**src/rtl/dmem_port_arbiter.sv**
```systemverilog
// Arbitrates the single-port data memory between the pipeline MEM stage (default owner)
// and an external debug/loader requester that is granted one stall cycle per request.
module dmem_port_arbiter #(
  parameter int ADDR_W   = 32,
  parameter int DATA_W   = 32,
  parameter int MAX_WAIT = 4
) (
  input  logic              clk,
  input  logic              reset_in,
  input  logic              cpu_re,
  input  logic              cpu_we,
  input  logic [ADDR_W-1:0] cpu_addr,
  input  logic [DATA_W-1:0] cpu_wdata,
  output logic [DATA_W-1:0] cpu_rdata,
  output logic              cpu_stall,
  input  logic              ext_req,
  input  logic              ext_we,
  input  logic [ADDR_W-1:0] ext_addr,
  input  logic [DATA_W-1:0] ext_wdata,
  output logic              ext_ack,
  output logic [DATA_W-1:0] ext_rdata,
  output logic [ADDR_W-1:0] mem_addr,
  output logic [DATA_W-1:0] mem_wdata,
  output logic              mem_we,
  input  logic [DATA_W-1:0] mem_rdata
);

  localparam int CNT_W = $clog2(MAX_WAIT + 1);
  localparam logic [CNT_W-1:0] CNT_MAX = CNT_W'(MAX_WAIT);
  localparam logic [CNT_W-1:0] CNT_ONE = CNT_W'(1);

  typedef enum logic [1:0] {
    S_IDLE = 2'd0,
    S_WAIT = 2'd1,
    S_EXT  = 2'd2
  } state_e;

  state_e              state_q;
  logic [CNT_W-1:0]    wait_cnt_q;
  logic                ack_q;
  logic                stall_q;
  logic [DATA_W-1:0]   ext_rdata_q;
  logic                cpu_req;

  assign cpu_req = cpu_re | cpu_we;

  // stall_q is set on exactly the edges that enter S_EXT, so it mirrors the state without decode glitches.
  always_ff @(posedge clk) begin
    if (reset_in) begin
      state_q     <= S_IDLE;
      wait_cnt_q  <= '0;
      ack_q       <= 1'b0;
      stall_q     <= 1'b0;
      ext_rdata_q <= '0;
    end else begin
      ack_q   <= 1'b0;
      stall_q <= 1'b0;
      case (state_q)
        S_IDLE: begin
          if (ext_req && !ack_q) begin
            if (cpu_req) begin
              state_q    <= S_WAIT;
              wait_cnt_q <= CNT_ONE;
            end else begin
              state_q <= S_EXT;
              stall_q <= 1'b1;
            end
          end
        end
        S_WAIT: begin
          if (!ext_req) begin
            state_q    <= S_IDLE;
            wait_cnt_q <= '0;
          end else if (!cpu_req || wait_cnt_q == CNT_MAX) begin
            state_q <= S_EXT;
            stall_q <= 1'b1;
          end else begin
            wait_cnt_q <= wait_cnt_q + CNT_ONE;
          end
        end
        S_EXT: begin
          state_q     <= S_IDLE;
          wait_cnt_q  <= '0;
          ack_q       <= 1'b1;
          ext_rdata_q <= mem_rdata;
        end
        default: begin
          state_q    <= S_IDLE;
          wait_cnt_q <= '0;
        end
      endcase
    end
  end

  // A reset landing on the external slot must not leave a half-committed write behind.
  always_comb begin
    if (stall_q) begin
      mem_addr  = ext_addr;
      mem_wdata = ext_wdata;
      mem_we    = ext_we & ~reset_in;
    end else begin
      mem_addr  = cpu_addr;
      mem_wdata = cpu_wdata;
      mem_we    = cpu_we;
    end
  end

  assign cpu_rdata = mem_rdata;
  assign cpu_stall = stall_q;
  assign ext_ack   = ack_q;
  assign ext_rdata = ext_rdata_q;

endmodule
```
**config.mk**
```make
export PLATFORM = sky130hd
export DESIGN_NAME = dmem_port_arbiter
export DESIGN_NICKNAME = d
export VERILOG_FILES = /design/src/rtl/dmem_port_arbiter.sv
export SDC_FILE = /design/constraint.sdc
export NUM_CORES = 1
export LEC_CHECK = 0
export BUFFER_PORTS_ARGS = -buffer_cell sky130_fd_sc_hd__buf_2
export CORE_AREA = 2 2 116 118
export CTS_CLUSTER_DIAMETER = 60
export DETAILED_ROUTE_END_ITERATION = 10
export DIE_AREA = 0 0 118 120
export HOLD_SLACK_MARGIN = 0.06
export PLACE_DENSITY = 0.55
export SLEW_MARGIN = 10
export SYNTH_ARGS = -nofsm -noshare
export SYNTH_HDL_FRONTEND = slang
export SYNTH_SLANG_ARGS = --single-unit
```
**constraint.sdc**
```tcl
create_clock -name clk -period 1.8 [get_ports clk]
set_input_delay 0.27 -clock clk [delete_from_list [all_inputs] [get_ports clk]]
set_output_delay 0.27 -clock clk [all_outputs]
set_load 0.03 [all_outputs]
```
==> flow_metrics.py, run 1 <==
metrics = {
    "setup_path": {
        "cp_max_fo": 11,
        "worstPathCellList": "buf_6, mux2_2, buf_2",
        "rrSetupSlack_ps": 470,
        "critPathLaunchType": "flip-flop",
        "cpLargestDelayFamily": "flip-flops",
        "cp.arrival_ps": 1450,
        "max_stage_delay_ps": 420,
        "worstSetupEndpointType": "output pin",
        "worstPathRequired_ps": 1530,
        "reg2regPathDepth": 6,
        "path_buf_inv": 2,
        "critPathSlowestCell": "dfxtp_4",
        "crit_type": "reg -> out",
        "reg2reg_to": "wait_cnt_q[0]$_SDFFE_PP0P_",
        "r2r-start": "wait_cnt_q[0]$_SDFFE_PP0P_",
    },
    "placed_design": {
        "place_area_sq_um": 3916,
        "gp_congestion": 0.8855,
        "dp.cells": 718,
        "numPortBuffers": 296,
        "dp_hpwl_um": 10220,
    },
    "cells_and_area": {
        "layout.cells.non_filler": 731,
        "areaGrowthSynthToFinish_pct": 64.59,
        "final_area_sq_um": 4164,
        "multi_input_area_sq_um": 1360,
        "drive_above_1_share": 0.6913,
        "fillers": 1452,
        "nNetsFinal": 721,
        "fin_util": 0.3208,
        "regArea_sq_um": 784.5,
    },
    "synth": {
        "yosys_most_used_dff": "dfxtp_1",
        "ys_types": 25,
        "synthTopCellsByArea": "dfxtp_1, mux2_2, buf_4",
        "syn_area_per_cell_sq_um": 8.724,
        "syn_nets": 458,
        "synth-async-reset-ratio": 0,
        "ys_seq_elements": 39,
        "syn_inst": 290,
        "synthTopCellsByCount": "nand2_1, mux2_2, dfxtp_1",
        "synth_top_area_cell": "dfxtp_1",
        "synth_edf_count": 0,
        "synth.most_common_cell": "nand2_1",
        "ys_seq_area_frac": 0.3086,
        "syn_area_sq_um": 2530,
        "synth_top_area_share": 0.3086,
        "ys_warn_count": 0,
    },
    "pwr": {
        "power.density_nw_per_um2": 692.6,
        "pwr-share-seq": 0.314,
        "power_frac_comb": 0.329,
        "irDropWorstVdd_uv": 477.0,
        "p_total_uw": 2884,
        "p_int_uw": 1941,
        "leakagePower_uw": 0.002111,
        "pwr-share-clk": 0.357,
        "switchingPower_uw": 942.7,
        "swShare": 0.3269,
    },
    "floorplanning": {
        "io_pins": 297,
        "core_sq_um": 12980,
        "die_h_um": 120,
        "initial_core_util": 0.1949,
        "rows": 42,
        "die_area_sq_um": 14160,
        "die_x_um": 118,
    },
    "sta": {
        "fin_crit_sh": 0.9533,
        "fmax_mhz": 582.8,
        "slew_headroom": 0.7487,
        "finalClockSkew_ps": 2.462,
        "slew_viol_final": 0,
        "finalHoldViolCount": 0,
        "min_period_ps": 1716,
        "hold_ws_ps": 231.1,
        "worst_pin_slew_ps": 373.6,
        "grt_setup_unrepaired": "no",
        "setup_viol": 0,
    },
    "global_route": {
        "grt_pass1_wl_um": 16630,
        "grt_usage": 0.1555,
        "grt_pass1_vias": 2770,
        "antenna_found_initial": 3,
        "grt_overflow": 0,
        "grt_max_degree": 36,
    },
    "clocking": {
        "cts_sinks": 39,
        "cts_buffer_depth": 2,
        "insertion_delay_ps": 280,
        "path_clk_slew_ps": 60,
        "cts_tree": "yes",
        "numCtsBuffers": 5,
        "htreeDepth": 2,
        "root_buffer": "clkbuf_16",
    },
    "job": {
        "cap_violations": 0,
    },
    "drt": {
        "viasPerCell": 4.068,
        "drt_pass1_iterations": 4,
        "final_antenna_net_count": 0,
        "drt_wl_total_um": 12170,
        "drc": 0,
        "dr_total_vias": 2974,
        "drt_iter0_drc": 78,
        "avgRoutedWirePerCell_um": 16.65,
    },
    "worst_hold_path": {
        "hold_path_depth": 3,
        "hold_class": "in -> reg",
        "min_to": "ext_rdata[8]$_SDFFE_PP0P_",
        "min_from": "mem_rdata[8]",
    },
    "outcome": {
        "outcome": "finished, final reports clean",
    },
}
-- metrics by stage --
| step | TNS (ps) | setup slack, ps |
|---|---|---|
| global placement | 0 | 144.7 |
| CTS | -9.266 | -3.949 |
| detailed placement | 0 | 117.6 |
| floorplan | 0 | 38.09 |
| global route | 0 | 11.66 |
| finish | 0 | 84.03 |
-- routing by layer --
metal  vias to the layer above  wire length, um  GRT usage
met4                         4               52    0.02259
met5                         -               22          0
met1                      1337             5097     0.1882
met2                       149             6116     0.2765
li1                       1473                -          -
met3                        11              886    0.04753
-- cells in the final DEF (no fill, tap or decap), types with 2 or more instances in the layout --
cell type,count
a21oi_1,35
nor2_1,7
o21ai_0,5
ha_1,2
nand2b_1,2
dfxtp_1,38
nand3_1,2
o211a_1,2
inv_1,4
buf_2,297
buf_4,6
clkbuf_16,6
mux2_4,2
buf_12,2
mux2_2,62
nand2_1,67
-- area by class of cell --
| type | count | share of cell area |
|---|---|---|
| Timing Repair Buffer | 307 | 0.3861 |
| Multi-Input combinational cell | 196 | 0.3266 |
| Sequential cell | 39 | 0.1884 |
| Inverter | 4 | 0.003606 |
| Tap cell | 176 | 0.05288 |
| Clock inverter | 2 | 0.008413 |
| Clock buffer | 6 | 0.03335 |
| Antenna cell | 1 | 0.0006010 |
-- what timing repair did --
item                       4_1_cts  5_1_grt
resized for setup                6        1
hold buffers                     0        0
setup endpoints to repair       59       39
buffers inserted                 0        3
gates cloned                     0        1
-- how the worst max path moves through the flow --
stage / from / end / slack [ps] / depth (start not counted)
6_report: cpu_stall$_SDFF_PP0_ / mem_addr[24] / 80 / 3
5_1_grt: cpu_stall$_SDFF_PP0_ / mem_addr[24] / 10 / 3
4_1_cts: cpu_stall$_SDFF_PP0_ / mem_addr[28] / -4 / 3
3_5_place_dp: cpu_stall$_SDFF_PP0_ / mem_addr[26] / 120 / 3
3_3_place_gp: cpu_stall$_SDFF_PP0_ / mem_addr[26] / 140 / 3
2_1_floorplan: cpu_stall$_SDFF_PP0_ / mem_we / 40 / 4
-- sequential cells by signal (all words and copies together), names as in the netlist --
signal,flops
wait_cnt_q,3
state_q,2
cpu_stall,1
ext_rdata,32
ext_ack,1
-- power groups by stage --
| stage | clock network (uW) | registers [uW] | logic [uW] |
|---|---|---|---|
| floorplan | 0 | 956 | 568 |
| global placement | 0 | 925 | 947 |
| detailed placement | 0 | 925 | 942 |
| CTS | 1070 | 906 | 950 |
| global route | 1100 | 909 | 1000 |
| finish | 1030 | 905 | 949 |
-- worst reg2reg max path: cells and delay by family (launching register included) --
family | cells | cell delay, ps
adder cells (fa/ha/maj) | 1 | 200
buffers and inverters | 1 | 70
AND/OR/NAND/NOR | 1 | 110
AO/OA/AOI/OAI | 3 | 470
flip-flops | 1 | 350
-- kinds of logic after synthesis --
kind of cell,after synthesis,share of synthesized area
muxes,64,0.2849
adders and majority gates,2,0.009890
AOI/OAI and AO/OA,47,0.1048
buffers and inverters,55,0.1578
and+or+nand+nor,83,0.1340
DFF,39,0.3086
Power figures use the tool's default switching activity.
==> inputs of run 2 (changes only) <==
- CORE_AREA: 2 2 116 118 -> 2 2 115 117
- CTS_BUF_LIST: default -> sky130_fd_sc_hd__clkbuf_2 sky130_fd_sc_hd__clkbuf_4 sky130_fd_sc_hd__clkbuf_8
- DIE_AREA: 0 0 118 120 -> 0 0 117 119
- PLACE_DENSITY: 0.55 -> 0.56
==> flow_metrics.py, run 2 (synthesis gave the netlist of run 1 again) <==
metrics = {
    "setup_path": {
        "startpoint": "cpu_stall$_SDFF_PP0_",
        "worstPathCellList": "buf_4, mux2_2, buf_2",
        "max_stage_delay_ps": 410,
        "critPathLaunchType": "flip-flop",
        "worstSetupEndpointType": "output pin",
        "cp.depth": 3,
        "cp_max_fo": 15,
        "reg2regPathDepth": 6,
        "reg2reg_to": "wait_cnt_q[1]$_SDFFE_PP0P_",
        "path_buf_inv": 2,
        "r2r-start": "wait_cnt_q[0]$_SDFFE_PP0P_",
        "crit_type": "reg -> out",
        "cp.arrival_ps": 1490,
        "crit_path_end": "mem_addr[29]",
        "rrSetupSlack_ps": 410,
        "critPathSlowestCell": "dfxtp_4",
        "cpLargestDelayFamily": "buffers and inverters",
        "worstPathRequired_ps": 1530,
    },
    "floorplanning": {
        "core_sq_um": 12870,
        "die_x_um": 117,
        "rows": 42,
        "die_area_sq_um": 13920,
        "die_h_um": 119,
        "initial_core_util": 0.1965,
        "io_pins": 297,
    },
    "clocking": {
        "cts_tree": "yes",
        "insertion_delay_ps": 290,
        "cts_buffer_depth": 2,
        "cts_sinks": 39,
        "path_clk_slew_ps": 80,
        "root_buffer": "clkbuf_8",
        "numCtsBuffers": 5,
        "htreeDepth": 2,
    },
    "global_route": {
        "grt_pass1_vias": 2755,
        "grt_pass1_wl_um": 15260,
        "grt_usage": 0.1476,
        "grt_max_degree": 33,
        "antenna_found_initial": 4,
        "grt_overflow": 0,
    },
    "pwr": {
        "leakagePower_uw": 0.002061,
        "switchingPower_uw": 899.7,
        "pwr-share-clk": 0.247,
        "power.density_nw_per_um2": 604.3,
        "p_int_uw": 1550,
        "irDropWorstVdd_uv": 411.7,
        "pwr-share-seq": 0.369,
        "swShare": 0.3673,
        "power_frac_comb": 0.384,
    },
    "sta": {
        "slew_headroom": 0.7473,
        "post-route-worst-setup-slack_ps": 40.94,
        "finalHoldViolCount": 0,
        "setup_viol": 0,
        "worst_pin_slew_ps": 375.6,
        "setup_tns_ps": 0,
        "min_period_ps": 1759,
        "slew_viol_final": 0,
        "finalClockSkew_ps": 11.66,
        "fmax_mhz": 568.5,
        "fin_crit_sh": 0.9773,
        "grt_setup_unrepaired": "yes",
    },
    "placed_design": {
        "gp_congestion": 0.7900,
        "place_ws_ps": 225.4,
        "numPortBuffers": 296,
        "dp_hpwl_um": 9725,
        "dp.cells": 719,
    },
    "drt": {
        "viasPerCell": 4.023,
        "drt_pass1_iterations": 4,
        "drt_iter0_drc": 75,
        "avgRoutedWirePerCell_um": 15.54,
        "dr_total_vias": 2945,
        "final_antenna_net_count": 0,
        "drc": 0,
        "drt_wl_total_um": 11370,
    },
    "cells_and_area": {
        "drive_above_1_share": 0.6913,
        "final_common_cell": "buf_2",
        "largest_reg_flops": 32,
        "fillers": 1424,
        "layout.cells.non_filler": 732,
        "areaGrowthSynthToFinish_pct": 60.24,
        "nNetsFinal": 721,
        "fin_util": 0.3149,
        "mostFrequentLayoutCells": "buf_2, nand2_1, mux2_2",
    },
    "worst_hold_path": {
        "hold_path_depth": 3,
        "hold_class": "in -> reg",
    },
    "outcome": {
        "outcome": "finished, final reports clean",
    },
    "job": {
        "cap_violations": 0,
    },
}
==> run 2: cell types whose count changed in the layout (fill, tap and decap cells not counted), moves of 3 or more <==
cell,previous run,this run
buf_2,297,293
buf_4,6,11
clkbuf_16,6,0
clkbuf_4,0,3
clkbuf_8,1,5
==> run 2: area by class of cell <==
| cell class | instances | area [sq um] | share of cell area |
|---|---|---|---|
| clock buffers | 7 | 83.83 | 0.02068 |
| diodes | 2 | 5.005 | 0.001235 |
| clock inverters | 1 | 5.005 | 0.001235 |
| multi-input cells | 196 | 1353 | 0.3336 |
| inverters | 4 | 15.01 | 0.003704 |
| repair buffers | 307 | 1588 | 0.3917 |
| well taps | 176 | 220.2 | 0.05432 |
| flip-flops and latches | 39 | 784.5 | 0.1935 |
==> run 2: metal layers <==
| metal | part of all wire | vias to the layer above | global-route usage | wire length [um] |
|---|---|---|---|---|
| met5 | 0.0027 | - | 0 | 31 |
| met4 | 0.011 | 4 | 0.02647 | 125 |
| met3 | 0.086 | 12 | 0.03969 | 975 |
| met2 | 0.47 | 152 | 0.2558 | 5381 |
| met1 | 0.43 | 1301 | 0.1836 | 4859 |
| li1 | - | 1476 | - | - |
==> run 2: how the worst min path moves through the flow <==
stage	slack [ps]	startpoint	end
4_1_cts	210	mem_rdata[25]	ext_rdata[25]$_SDFFE_PP0P_
2_1_floorplan	410	mem_rdata[10]	ext_rdata[10]$_SDFFE_PP0P_
3_5_place_dp	440	ext_rdata[7]$_SDFFE_PP0P_	ext_rdata[7]$_SDFFE_PP0P_
3_3_place_gp	440	ext_rdata[28]$_SDFFE_PP0P_	ext_rdata[28]$_SDFFE_PP0P_
6_report	220	mem_rdata[25]	ext_rdata[25]$_SDFFE_PP0P_
5_1_grt	220	mem_rdata[6]	ext_rdata[6]$_SDFFE_PP0P_
==> run 2: stage by stage <==
stage | total power (uW) | hold WS [ps] | cell area, sq um
3_3_place_gp | 1871 | 439.9 | 3924
2_1_floorplan | 1524 | 406.0 | 2530
6_report | 2450 | 219.2 | 4054
4_1_cts | 2495 | 208.5 | 4024
3_5_place_dp | 1867 | 443.6 | 3924
5_1_grt | 2576 | 224.7 | 4049
==> run 2: worst reg2reg max path, delay by kind of cell, from the launching register on <==
family | cells | cell delay (ps)
flops | 1 | 370
fa+ha+maj | 1 | 210
simple gates | 1 | 120
buf+inv | 1 | 70
compound gates | 3 | 510
==> run 2: power by group through the flow <==
stage,registers [uW],clock network [uW],logic (uW)
after global placement,926,0,945
after detailed placement,926,0,941
after floorplan,956,0,568
after CTS,905,642,948
final,904,605,940
after global routing,908,670,997
==> run 2: repair_timing <==
action,CTS,global route
endpoints found under the setup margin,59,46
endpoints found under the hold margin,0,0
hold buffers,0,0
resized for setup,4,1
setup buffers,0,3
==> inputs of run 3 (changes only) <==
==> constraint.sdc (replaced) <==
create_clock -name clk -period 1.8 [get_ports clk]
set_input_delay 0.54 -clock clk [delete_from_list [all_inputs] [get_ports clk]]
set_output_delay 0.54 -clock clk [all_outputs]
set_load 0.03 [all_outputs]
==> flow_metrics.py, run 3 (synthesis gave the netlist of run 1 again) <==
metrics = {
    "outcome": {
        "outcome": "finished, violations left",
        "violations": "negative setup slack",
    },
    "setup_path": {
        "worstSetupEndpointType": "output pin",
        "worstPathCellList": "buf_4, buf_16, mux2_2, buf_4",
        "reg2regPathDepth": 6,
        "cp.depth": 4,
        "critPathLaunchType": "flip-flop",
        "critPathSlowestCell": "dfxtp_4",
        "startpoint": "cpu_stall$_SDFF_PP0_",
        "crit_type": "reg -> out",
        "max_stage_delay_ps": 390,
        "path_buf_inv": 3,
        "r2r-start": "wait_cnt_q[0]$_SDFFE_PP0P_",
        "worstPathRequired_ps": 1260,
        "rrSetupSlack_ps": 440,
        "reg2reg_to": "wait_cnt_q[0]$_SDFFE_PP0P_",
        "crit_path_end": "mem_addr[22]",
        "cp.arrival_ps": 1460,
        "cpLargestDelayFamily": "buffers and inverters",
        "timing.critical_path.mode_cell": "buf_4",
        "cp_max_fo": 10,
    },
    "global_route": {
        "grt_usage": 0.1480,
        "grt_overflow": 0,
        "grt_pass1_vias": 2760,
        "grt_max_degree": 34,
        "antenna_found_initial": 0,
        "grt_pass1_wl_um": 15440,
    },
    "sta": {
        "min_period_ps": 1996,
        "worst_pin_slew_ps": 399.1,
        "setup_viol": 64,
        "post-route-worst-setup-slack_ps": -196.5,
        "slew_headroom": 0.7315,
        "finalHoldViolCount": 0,
        "fin_crit_sh": 1.109,
        "fmax_mhz": 500.9,
        "finalClockSkew_ps": 3.186,
        "grt_setup_unrepaired": "yes",
        "slew_viol_final": 0,
        "setup_tns_ps": -10420,
    },
    "cells_and_area": {
        "insertedDiodeCount": 0,
        "areaGrowthSynthToFinish_pct": 81.85,
        "mostFrequentLayoutCells": "buf_2, nand2_1, mux2_2",
        "fillers": 1366,
        "largest_reg_flops": 32,
        "nNetsFinal": 728,
        "final_common_cell": "buf_2",
        "drive_above_1_share": 0.6970,
    },
    "floorplanning": {
        "core_sq_um": 12870,
        "io_pins": 297,
        "initial_core_util": 0.1965,
        "die_h_um": 119,
        "die_x_um": 117,
        "rows": 42,
        "die_area_sq_um": 13920,
    },
    "drt": {
        "drt_iter0_drc": 109,
        "drt_wl_total_um": 11650,
        "drt_pass1_iterations": 4,
        "drc": 0,
        "avgRoutedWirePerCell_um": 15.81,
        "dr_total_vias": 2993,
        "final_antenna_net_count": 0,
        "viasPerCell": 4.061,
    },
    "pwr": {
        "power_frac_comb": 0.392,
        "power.density_nw_per_um2": 606.5,
        "irDropWorstVdd_uv": 470.0,
        "pwr-share-seq": 0.323,
        "switchingPower_uw": 962.2,
        "pwr-share-clk": 0.284,
        "swShare": 0.3448,
        "p_total_uw": 2790,
        "p_int_uw": 1828,
        "leakagePower_uw": 0.002309,
    },
    "clocking": {
        "insertion_delay_ps": 290,
        "htreeDepth": 2,
        "cts_tree": "yes",
        "cts_sinks": 39,
        "root_buffer": "clkbuf_8",
        "path_clk_slew_ps": 80,
        "cts_buffer_depth": 2,
        "numCtsBuffers": 5,
    },
    "placed_design": {
        "gp_congestion": 0.7992,
        "numPortBuffers": 296,
        "dp_hpwl_um": 9409,
    },
    "worst_hold_path": {
        "min_from": "ext_rdata[4]$_SDFFE_PP0P_",
        "hold_class": "reg -> reg",
        "hold_path_depth": 2,
    },
    "job": {
        "cap_violations": 0,
    },
}
run 3: stage by stage:
step | setup WS (ps) | area (sq um) | util | instances | hold WS [ps]
4_1_cts | -210.6 | 4458 | 0.3463 | 733 | 456.3
3_5_place_dp | 54.12 | 3978 | 0.3089 | 722 | 443.9
3_3_place_gp | 72.72 | 3978 | 0.3089 | 722 | 439.8
6_report | -196.5 | 4601 | 0.3573 | 737 | 452.1
2_1_floorplan | 6.101 | 2537 | - | 290 | 466.2
5_1_grt | -250.1 | 4601 | 0.3573 | 737 | 470.0
run 3: repair_timing:
item | in CTS | in global routing
buffers inserted | 1 | 2
gates cloned | 2 | 2
resized for setup | 95 | 23
endpoints found under the setup margin | 65 | 65
hold buffers | 0 | 0
run 3: layout make-up:
| type | instances | area [sq um] | area share |
|---|---|---|---|
| sequential | 39 | 784.5 | 0.1705 |
| clock inverter | 2 | 38.79 | 0.008431 |
| clock buffer | 6 | 82.58 | 0.01795 |
| multi-input combinational | 196 | 1441 | 0.3133 |
| tap | 176 | 220.2 | 0.04787 |
| timing repair buffer | 314 | 2018 | 0.4387 |
| inverter | 4 | 15.01 | 0.003264 |
run 3: metal layers:
layer  track usage  wire (um)
met5             0          0
met1        0.1704       4487
met4       0.03235        176
met2        0.2695       5937
met3       0.03969       1053
run 3: how the worst min path moves through the flow:
stage,end
2_1_floorplan,wait_cnt_q[1]$_SDFFE_PP0P_
3_3_place_gp,ext_rdata[22]$_SDFFE_PP0P_
3_5_place_dp,ext_rdata[4]$_SDFFE_PP0P_
4_1_cts,ext_rdata[4]$_SDFFE_PP0P_
5_1_grt,ext_rdata[24]$_SDFFE_PP0P_
6_report,ext_rdata[4]$_SDFFE_PP0P_
run 3: worst min-delay path, cell delays in order, from the launching register on:
cell,delay [ps]
dfxtp_1,310
nand2_1,50
a21oi_1,50
run 3: power by group through the flow:
stage	combinational (uW)	sequential (uW)	clock, uW
after floorplan	569	957	0
after global placement	948	923	0
after detailed placement	947	923	0
after CTS	1070	903	823
after global routing	1150	908	862
final	1090	902	794
